$ cat src/rtl/bitstream_window_arbiter.sv
// Shared bit window between the RBSP byte stream and the syntax parsers.
// Round-robin picks one consumer per cycle to advance the bit pointer.
module bitstream_window_arbiter #(
    parameter int NUM_REQ = 4,
    parameter int WIN     = 64,
    localparam int LW     = $clog2(WIN) + 1,
    localparam int PW     = $clog2(NUM_REQ)
) (
    input  logic                 clk,
    input  logic                 rst,
    input  logic                 en,
    input  logic [7:0]           i_byte,
    input  logic                 i_byte_valid,
    output logic                 o_byte_ready,
    input  logic [NUM_REQ-1:0]   i_req,
    input  logic [4*NUM_REQ-1:0] i_len,
    output logic [NUM_REQ-1:0]   o_gnt,
    output logic [31:0]          o_window,
    output logic                 o_window_valid,
    output logic [LW-1:0]        o_level,
    input  logic                 i_align,
    input  logic                 i_clear,
    input  logic                 i_eos,
    output logic                 o_underrun,
    output logic [31:0]          o_bits_consumed
);

    typedef enum logic {RUN, EOS} state_e;

    state_e          state_q, state_d;
    logic [WIN-1:0]  win_q, win_d;
    logic [LW-1:0]   level_q, level_d;
    logic [PW-1:0]   rr_q, rr_d;
    logic            under_q, under_d;
    logic [31:0]     cons_q, cons_d;

    logic                eos_seen;
    logic [NUM_REQ-1:0]  elig, short_req;
    logic                found;
    logic [PW-1:0]       gidx, cand;
    logic [3:0]          glen;
    logic                push;
    logic [LW-1:0]       sh, rem;
    logic [WIN-1:0]      win_sh, ins;
    logic [31:0]         top, mask;

    assign eos_seen = (state_q == EOS);

    always_comb begin
        for (int k = 0; k < NUM_REQ; k++) begin
            elig[k] = i_req[k] && (LW'(i_len[4*k +: 4]) <= level_q)
                      && en && !rst && !i_align && !i_clear;
            short_req[k] = i_req[k] && (LW'(i_len[4*k +: 4]) > level_q);
        end
    end

    // Search starts one past the last winner so every consumer gets a turn.
    always_comb begin
        found = 1'b0;
        gidx  = '0;
        cand  = '0;
        for (int i = 1; i <= NUM_REQ; i++) begin
            cand = PW'((int'(rr_q) + i) % NUM_REQ);
            if (!found && elig[cand]) begin
                found = 1'b1;
                gidx  = cand;
            end
        end
    end

    assign glen  = i_len[{gidx, 2'b00} +: 4];
    assign o_gnt = found ? (NUM_REQ'(1) << gidx) : '0;

    assign o_byte_ready = en && !rst && !eos_seen && !i_clear
                          && (level_q <= LW'(WIN - 8));
    assign push = i_byte_valid && o_byte_ready;

    assign sh     = found ? LW'(glen) : (i_align ? LW'(level_q[2:0]) : '0);
    assign rem    = level_q - sh;
    assign win_sh = win_q << sh;
    // New byte lands directly below the bits that survive the shift.
    assign ins    = push ? ({i_byte, {(WIN-8){1'b0}}} >> rem) : '0;

    always_comb begin
        state_d = state_q;
        win_d   = win_q;
        level_d = level_q;
        rr_d    = rr_q;
        under_d = under_q;
        cons_d  = cons_q;
        if (en) begin
            if (i_clear) begin
                win_d   = '0;
                level_d = '0;
                state_d = RUN;
                under_d = 1'b0;
            end else begin
                win_d   = win_sh | ins;
                level_d = rem + (push ? LW'(8) : '0);
                if (found) begin
                    rr_d   = gidx;
                    cons_d = cons_q + 32'(glen);
                end
                if (eos_seen && |short_req)
                    under_d = 1'b1;
                if (i_eos)
                    state_d = EOS;
            end
        end
    end

    always_ff @(posedge clk) begin
        if (rst) begin
            state_q <= RUN;
            win_q   <= '0;
            level_q <= '0;
            rr_q    <= PW'(NUM_REQ - 1);
            under_q <= 1'b0;
            cons_q  <= '0;
        end else begin
            state_q <= state_d;
            win_q   <= win_d;
            level_q <= level_d;
            rr_q    <= rr_d;
            under_q <= under_d;
            cons_q  <= cons_d;
        end
    end

    assign top  = win_q[WIN-1 -: 32];
    assign mask = (level_q >= LW'(32)) ? '1 : ~(32'hFFFF_FFFF >> level_q);

    assign o_window        = top & mask;
    assign o_window_valid  = (level_q >= LW'(32)) || eos_seen;
    assign o_level         = level_q;
    assign o_underrun      = under_q;
    assign o_bits_consumed = cons_q;

endmodule

$ cat config.mk
export PLATFORM = sky130hd
export DESIGN_NAME = bitstream_window_arbiter
export DESIGN_NICKNAME = d
export VERILOG_FILES = /design/src/rtl/bitstream_window_arbiter.sv
export SDC_FILE = /design/constraint.sdc
export NUM_CORES = 1
export LEC_CHECK = 0
export ABC_AREA = 0
export ABC_CLOCK_PERIOD_IN_PS = 6500
export CORE_ASPECT_RATIO = 0.5
export CORE_MARGIN = 2
export CORE_UTILIZATION = 43
export CTS_BUF_LIST = sky130_fd_sc_hd__clkbuf_4
export DETAILED_ROUTE_END_ITERATION = 8
export GPL_TIMING_DRIVEN = 0
export PLACE_DENSITY = 0.63
export SLEW_MARGIN = 20
export SYNTH_ARGS = -nofsm -noshare
export SYNTH_HDL_FRONTEND = slang
export SYNTH_SLANG_ARGS = --single-unit
$ cat constraint.sdc
create_clock -name clk -period 6.5 [get_ports clk]
set_clock_uncertainty 0.05 [all_clocks]
set_input_delay 0.975 -clock clk [delete_from_list [all_inputs] [get_ports clk]]
set_output_delay 0.975 -clock clk [all_outputs]
set_load 0.02 [all_outputs]
# Word-level counts from Yosys, hierarchy flattened
# Index checks and enable logic that the tools add are counted.
# word_totals
inputBits	35
register_bits	107
# op_classes
n_lt_le_gt_ge	14
muxes	28
bitwise	4
n_shift	5
addsub	7
n_reduce_logical	47
# op_table
op	count
64-bit two-way mux	2
64-bit bitwise OR	1
64-bit by 4-bit left shift with 64-bit output	1
64-bit by 7-bit right shift with 64-bit output	1
1-bit logical AND	33
32-bit by 4-bit adder with 32-bit output	1
32-bit bitwise AND	1
32-bit two-way mux	1
32-bit NOT	1
32-bit by 7-bit right shift with 32-bit output (first input constant)	1
4-bit by 7-bit > comparator with 1-bit output	4
4-bit by 7-bit <= comparator with 1-bit output	4
16-bit by 5-bit indexed part select with 4-bit output	1
2-bit by 3-bit < comparator with 1-bit output (second input constant)	4
1-bit two-way mux	12
4-bit two-way mux	3
1-bit binary-select mux with 2-bit select	4
2-bit two-way mux	4
7-bit by 4-bit adder with 7-bit output	1
7-bit by 6-bit >= comparator with 1-bit output (second input constant)	1
7-bit by 6-bit <= comparator with 1-bit output (second input constant)	1
1-bit logical NOT	7
7-bit two-way mux	1
7-bit by 4-bit subtractor with 7-bit output	1
10 further kinds	14

# Longest topological paths before layout
# Gate-level depths: netlist (run 1).
# logic_depth
depth_word	25
ltp_mapped	31

# Worst setup path before layout (run 1)
# OpenSTA, ideal clock, no wires.
# synth_path
path_kind	register to register
from	register level_q[3] (netlist: o_level[3])
to	register win_q[21]
n_path_buf	4
arrival_ns	6.128
setup_ns	0.091
stages_incl_launch_ff	26
t_required_ns	6.359
slack_ns	0.231
path_cell_list	dfxtp_1 clkbuf_1 clkbuf_1 inv_1 ha_1 o21ai_0 a211oi_2 or4_4 o211a_1 nand2_2 mux2i_1 a211oi_4 inv_2 buf_2 clkbuf_1 ha_1 nor2b_1 o21ai_0 nand2b_1 a211o_1 xnor2_1 nand3_1 nor2_1 a22oi_1 and3_1 a311oi_1
# synth_via
elab_chain_cells	25
word_cells_on_any_way	57
classes_between	1 x add/sub; 5 x order compare; 3 x shift; 19 x mux; 1 x bitwise; 28 x reduce/logical
# synth_rtl
item	line_no	text
from (decl)	32	logic [LW-1:0] level_q, level_d;
from (signal assigned)	123	level_q <= level_d;
4-bit by 7-bit <= comparator with 1-bit output	51	elig[k] = i_req[k] && (LW'(i_len[4*k +: 4]) <= level_q)
1-bit logical AND	51	
1-bit logical AND (4 in series)	52	&& en && !rst && !i_align && !i_clear;
1-bit binary-select mux with 2-bit select	64	if (!found && elig[cand]) begin
1-bit two-way mux (implied by the code)	64	
1-bit two-way mux	64	
1-bit logical NOT	64	
1-bit logical AND	64	
[... 6 more ...]	n/a	
2-bit two-way mux	64	
16-bit by 5-bit indexed part select with 4-bit output	71	assign glen = i_len[{gidx, 2'b00} +: 4];
4-bit two-way mux	78	assign sh = found ? LW'(glen) : (i_align ? LW'(level_q[2:0]) : '0);
7-bit by 4-bit subtractor with 7-bit output	79	assign rem = level_q - sh;
64-bit by 7-bit right shift with 64-bit output	82	assign ins = push ? ({i_byte, {(WIN-8){1'b0}}} >> rem) : '0;
64-bit two-way mux	82	
64-bit bitwise OR (*)	98	win_d = win_sh | ins;
64-bit two-way mux (*)	92	if (i_clear) begin
to (signal assigned)	122	win_q <= win_d;
to (decl)	31	logic [WIN-1:0] win_q, win_d;
# Mark *: on every way between the ends. The rest lies on a longest branch, timed or not. The select of a mux whose other input is x is not followed.
# A chain may end at the register's enable or synchronous reset.

# Worst setup path in the final report (run 1)
# layout_path
from	input port i_len[13]
to	register win_q[9]
# layout_via
elab_chain_cells	25
word_cells_on_any_way	36
classes_between	1 x add/sub; 1 x order compare; 3 x shift; 19 x mux; 1 x bitwise; 11 x reduce/logical
# layout_rtl
item	line_no	text
from (decl)	16	input logic [4*NUM_REQ-1:0] i_len,
4-bit by 7-bit <= comparator with 1-bit output	51	
1-bit logical AND	51	
1-bit logical AND (4 in series)	52	
1-bit binary-select mux with 2-bit select	64	
1-bit two-way mux (implied by the code)	64	
1-bit two-way mux	64	
1-bit logical NOT	64	
1-bit logical AND	64	
[... 6 more ...]	n/a	
2-bit two-way mux	64	
16-bit by 5-bit indexed part select with 4-bit output	71	
4-bit two-way mux (*)	78	
7-bit by 4-bit subtractor with 7-bit output	79	
64-bit by 7-bit right shift with 64-bit output	82	
64-bit two-way mux	82	
64-bit bitwise OR (*)	98	
64-bit two-way mux (*)	92	
# Marks and branches as above.

==> metrics, run 1 <==
final WL slightly below 50 mm; crit path from i_len[13]; GRT Max-Usage Layer met2; status complete, no violations; Remaining DRCs 0; # IOs ~110; Yosys reg bits 107; root buf cell clkbuf_4; Tmin final 6380 ps; R2R Path Start o_level[3]; fin worst setup slack 117 ps; Initial Util ~44%; PortBufs between 100 and 150; max-cap viol count 0; DR iter-0 viols 1926; most common library cells after synthesis mux2i_1, nand2_1, nor2_1; # clock sinks around 110; Final period util between 90% and 100%; Worst R2R End win_q[9]; Least-Margin Pin Slew around 1200 ps; R2R Setup Slk roughly 210 ps; Max Slew Vio Count 0; row count 38; met3 usage 14.4%; worst rel slew slack 17.6%; Reg power frac between 20% and 30%; top cells by area, synth dfxtp_1, mux2i_1, nand2_1; final hold vios 0; initial antenna violation count 3; CP Depth 26; minimum hold slack 438 ps; met1 usage 52.3%; Largest stage delay, worst path roughly 500 ps; PwrDens 198 nW/um2; drt wl/cell approximately 29 um; CP endpoint win_q[9]; clock power share 16.2%; Setup WS pre-CTS -2300 ps; first-pass GRT wire length roughly 69 mm; upper clock frequency limit around 160 MHz; Yosys cell types slightly below 80; Finish-stage setup viols 0; area share of the largest cell type after synthesis between 20% and 30%; CTS buffer count 9; vias in the first global route 10600; Leak roughly 4.4 nW; CTS tree yes; top cell family by delay on the critical path compound AO/OA/AOI/OAI gates; Vias/cell between 6 and 7; drt pass-1 iters 8; cell taking the most area after synthesis dfxtp_1; Max rail drop VDD 117 uV; Setup Total Neg Slack 0 ps; NumNets Final about 1400; Gate power share a little over half; largest net degree at the start of global routing 21; met2 Use GR 58.2%; HP Class reg2reg; Worst setup SP type input pin; Post-CTS Hold Buffers 0; CTS Buffer Depth 2; Post-synth ARST share 0%; grt ovf 0; synthesized area between 9000 and 10000 um2; die height 110 um; Layout Area Growth over Synthesis 23.2%; slowest stage cell, crit path clkdlybuf4s50_1; placed wire-length estimate roughly 37 mm; Crit path required time between 6000 and 7000 ps; CP Max Fanout 11; worst path buffer plus inverter count 6; syn nets 1300; Synth Warn # 0; Post-Syn Area per Cell approximately 7.8 um2; Vias 11300; GPL Wtd Cong 1.04; Net Sw Frac between 50% and 60%; Die W approximately 220 um; layout cells sized above 1 a little over an eighth; sequential area share after synthesis between 20% and 30%; Clock transition at path regs around 190 ps; main flop type after synthesis dfxtp_1; DRT antenna net count 0; worst-skew pair later-pin latency roughly 600 ps; R2R cell count 28; Worst setup EP type flip-flop; Switch Pwr 1.19 mW; Setup CP Type in2reg; number of synthesized flops with an enable pin 0; Tot GR Track Use between 30% and 40%; H-tree depth 3; fin util about 54%; Final Power approximately 2.4 mW; total die area ~24000 um2; Core ar. around 22000 um2; Syn Inst Count about 1200; P_int roughly 1.2 mW; CP arrival 6830 ps
## power by group through the flow
stage | Sequential, mW | Combinational, mW | Clock, mW
2_1_floorplan | 0.704 | 0.625 | 0
3_3_place_gp | 0.706 | 1.03 | 0
3_5_place_dp | 0.706 | 1.03 | 0
4_1_cts | 0.693 | 1.16 | 0.392
5_1_grt | 0.697 | 1.30 | 0.410
6_report | 0.695 | 1.27 | 0.381
## area by class of cell
type	instances	area [um2]
Fill cell	2079	9960
Multi-Input combinational cell	1027	7350
Sequential cell	107	2140
Timing Repair Buffer	135	1330
Buffer	73	407
Tap cell	300	375
Inverter	21	104
Clock inverter	7	73.8
Clock buffer	9	67.6
Antenna cell	2	5.00
## metal layers
metal | wire, um | share of wire [%]
met5 | 12 | 0.025
met4 | 2330 | 4.8
met3 | 6980 | 15
met2 | 19100 | 40
met1 | 19700 | 41
## placed cells by master, fill, tap and decap left out, types with 37 or more instances in the layout
master,Yosys,routed
a21oi_1,74,70
nand2_1,149,149
o21ai_0,60,53
a22oi_1,40,37
dfxtp_1,107,105
mux2_2,39,39
nor2_1,118,106
clkbuf_1,48,38
mux2i_1,149,146
clkdlybuf4s50_1,0,111
## worst register-to-register path: cells and delay by family (launching register included)
kind / cells / cell delay (ps)
fa+ha+maj: 2 / 600
buf+inv: 8 / 1410
compound gates: 10 / 2290
flops: 1 / 410
simple gates: 8 / 1410
## worst min path at each step
stage,startpoint,end,slack (ps),cells past startpoint
floorplan,win_q[26],win_q[26],390,2
global placement,o_underrun,o_underrun,400,1
detailed placement,o_bits_consumed[3],o_bits_consumed[3],420,2
CTS,o_bits_consumed[3],o_bits_consumed[3],440,2
global route,o_bits_consumed[3],o_bits_consumed[3],450,2
finish,o_bits_consumed[3],o_bits_consumed[3],440,2
## cell families (layout without fill, tap and decap cells)
kind of cell	after synthesis	in the layout	share of synthesized area, %
mux	190	190	20.4
other cells	0	2	0
xor+xnor	34	34	3.09
buf+inv	103	245	4.86
compound gates	377	377	26.9
simple gates	398	398	18.6
flops	107	107	22.3
fa+ha+maj	28	28	3.80
## flip-flops by register name, indices dropped and copies added, names as in the netlist
signal,count
win_q,64
rr_q,2
eos_seen,1
o_level,7
o_bits_consumed,32
o_underrun,1
## per-stage QoR
| step | instance area [um2] | cells |
|---|---|---|
| 5_1_grt | 11900 | 1681 |
| 3_5_place_dp | 11100 | 1648 |
| 6_report | 11900 | 1681 |
| 3_3_place_gp | 11100 | 1648 |
| 4_1_cts | 11600 | 1669 |
| 2_1_floorplan | 9620 | 1237 |
## repair_timing
action,4_1_cts,5_1_grt
setup buffers,12,12
hold endpoints to repair,0,0
pin swaps,7,9
setup endpoints to repair,68,65
resized for setup,68,47
(Power assumes the default switching activity.)
==> inputs of run 2 (changes only) <==
--- a/config.mk
+++ b/config.mk
@@ -8,7 +8,6 @@
 export ABC_AREA = 0
 export ABC_CLOCK_PERIOD_IN_PS = 6500
 export CORE_ASPECT_RATIO = 0.5
-export CORE_MARGIN = 2
 export CORE_UTILIZATION = 43
 export CTS_BUF_LIST = sky130_fd_sc_hd__clkbuf_4
 export DETAILED_ROUTE_END_ITERATION = 8
==> run 2 against run 1 <==
  * Global-route usage grew 3.2 points
  * Final cell count grew 0.36%
  * Sequential cell count is the same
  * Critical path depth is the same
  * Core utilization grew 0.52 points
  * Largest cell class unchanged
==> metrics, run 2 (same netlist as run 1, synthesis figures left out) <==
die height 108 um (-1.8%); Initial Util 44.1% (unchanged); worst-skew pair later-pin latency 620 ps (+20 ps); R2R cell count 27 (-3.6%); CTS Buffer Depth 2 (unchanged); first-pass GRT wire length 71.5 mm (+3.7%); final WL 49.2 mm (+2.3%); Switch Pwr 1.25 mW (+4.8%); vias in the first global route 10900 (+3.3%); Max rail drop VDD 126 uV (+7.6%); worst rel slew slack 25.9% (+8.3 points); CTS tree yes; Gate power share 55.0% (+0.8 points); Leak 4.44 nW (+0.71%); PwrDens 203 nW/um2 (+2.5%); Setup Total Neg Slack 0 ps (unchanged); Largest stage delay, worst path 600 ps (+100 ps); GPL Wtd Cong 1.04 (about the same); Tot GR Track Use 43.1% (+3.2 points); Worst setup SP type input pin; initial antenna violation count 2 (-1); R2R Setup Slk 240 ps (+30 ps); CTS buffer count 9 (unchanged); slowest stage cell, crit path clkdlybuf4s50_1; row count 38 (unchanged); HP Class reg2reg; Worst R2R End win_q[21]; drt pass-1 iters 7 (-1); final hold vios 0 (unchanged); multi-input logic area 7450 um2 (+1.4%); # clock sinks 107 (unchanged); Crit path required time 6960 ps (about the same); clock power share 16.4% (+0.2 points); max FFs per register 64 (unchanged); CP Max Fanout 10 (-1); # IOs 113 (unchanged); Vias 11500 (+1.5%); H-tree depth 3 (unchanged); total die area 23000 um2 (-2.7%); Reg power frac 28.6% (-1.0 points); hold endpoint win_q[4]; status complete, no violations; Remaining DRCs 0 (unchanged); Worst setup EP type flip-flop; DRT antenna net count 0 (unchanged); max-cap viol count 0 (unchanged); CP arrival 6800 ps (-30 ps); Post-Layout Cell Count 1687 (+0.36%); root buf cell clkbuf_4; crit path from i_len[13]; P_int 1.18 mW (+2.2%); Placed Cells 1648 (unchanged); Tmin final 6340 ps (-45.1 ps); commonest non-fill, non-tap cell in the layout nand2_1; grt ovf 0 (unchanged); Final period util 97.5% (-0.69 points); PortBufs 111 (unchanged); Clock transition at path regs 210 ps (+20 ps); Setup CP Type in2reg; NumNets Final 1441 (+0.28%); Core ar. 21800 um2 (unchanged); DR iter-0 viols 1801 (-6.5%); commonest non-fill, non-tap cells in the layout nand2_1, mux2i_1, clkdlybuf4s50_1; FF/Latch Area 2140 um2 (unchanged); upper clock frequency limit 158 MHz (+0.71%); placed wire-length estimate 37.4 mm (+1.6%); largest net degree at the start of global routing 22 (+4.8%); Max Slew Vio Count 0 (unchanged); fin util 54.9% (+0.52 points); worst hold path startpoint win_q[4]; Die W 214 um (-0.93%); Net Sw Frac 51.4% (+0.62 points); Least-Margin Pin Slew 1110 ps (-124 ps); drt wl/cell 29.2 um (+1.9%); Layout Area Growth over Synthesis 24.4%; R2R Path Start o_level[3]; Most flops, register win_q; layout cells sized above 1 14.7% (+1.2 points); filler instances 2087 (+0.38%); Hold Path Cell Cnt 2 (unchanged); Finish-stage setup viols 0 (unchanged); Vias/cell 6.82 (+1.1%)
==> run 2: changes by cell type in the layout (fill, tap and decap cells not counted), sizes merged <==
cell,previous run,this run
diode,2,4
clkbuf,51,50
buf,55,60
==> run 2: through the flow <==
step           cell area (um2)  power, mW  hold slack (ps)  worst slack (ps)
6_report                 12000       2.43              445               162
5_1_grt                  12000       2.49              476             -17.0
4_1_cts                  11600       2.27              442             -12.3
3_5_place_dp             11100       1.75              418             -2210
3_3_place_gp             11100       1.75              403             -2180
2_1_floorplan             9620       1.33              392               231
==> run 2: worst max-delay path: cells and delay by family <==
family          cells  cell delay (ps)
fa+ha+maj           3              830
simple gates        7             1390
compound gates      8             1670
mux                 1              300
xor+xnor            1              190
buf+inv             6             1420
==> run 2: power by group through the flow <==
stage	combinational, mW	clock [mW]	sequential (mW)
global route	1.36	0.424	0.698
detailed placement	1.04	0	0.706
global placement	1.04	0	0.706
finish	1.34	0.399	0.696
floorplan	0.625	0	0.704
CTS	1.18	0.398	0.693
==> run 2: per-layer routing <==
metal | track usage [%] | vias to the layer above | routed length (um)
met5 | 0 | - | 0
met4 | 19.6 | 0 | 2360
met3 | 15.4 | 180 | 7220
met2 | 59.6 | 891 | 19300
met1 | 59.1 | 5556 | 20400
li1 | - | 4885 | -
==> run 2: timing repair <==
item / 4_1_cts / 5_1_grt
setup buffers: 13 / 15
pin swaps: 9 / 12
setup endpoints to repair: 70 / 66
gates resized for setup: 74 / 54
cloned: 0 / 0
hold buffers: 0 / 0
==> run 2: area by class of cell <==
cell class	count	area share, %
clock inverter	7	0.658
tap	300	3.14
clock buffer	9	0.564
buffer	73	3.32
sequential	107	17.9
multi-input combinational	1027	62.3
antenna	4	0.0836
timing repair buffer	139	11.2
inverter	21	0.815
==> run 2: worst max-delay path by stage <==
stage                end  slack, ps  cells after the start
2_1_floorplan  win_q[21]        230                     25
3_3_place_gp   win_q[21]      -2180                     25
3_5_place_dp   win_q[21]      -2210                     25
4_1_cts        win_q[52]        -10                     27
5_1_grt        win_q[14]        -20                     27
6_report       win_q[21]        160                     26
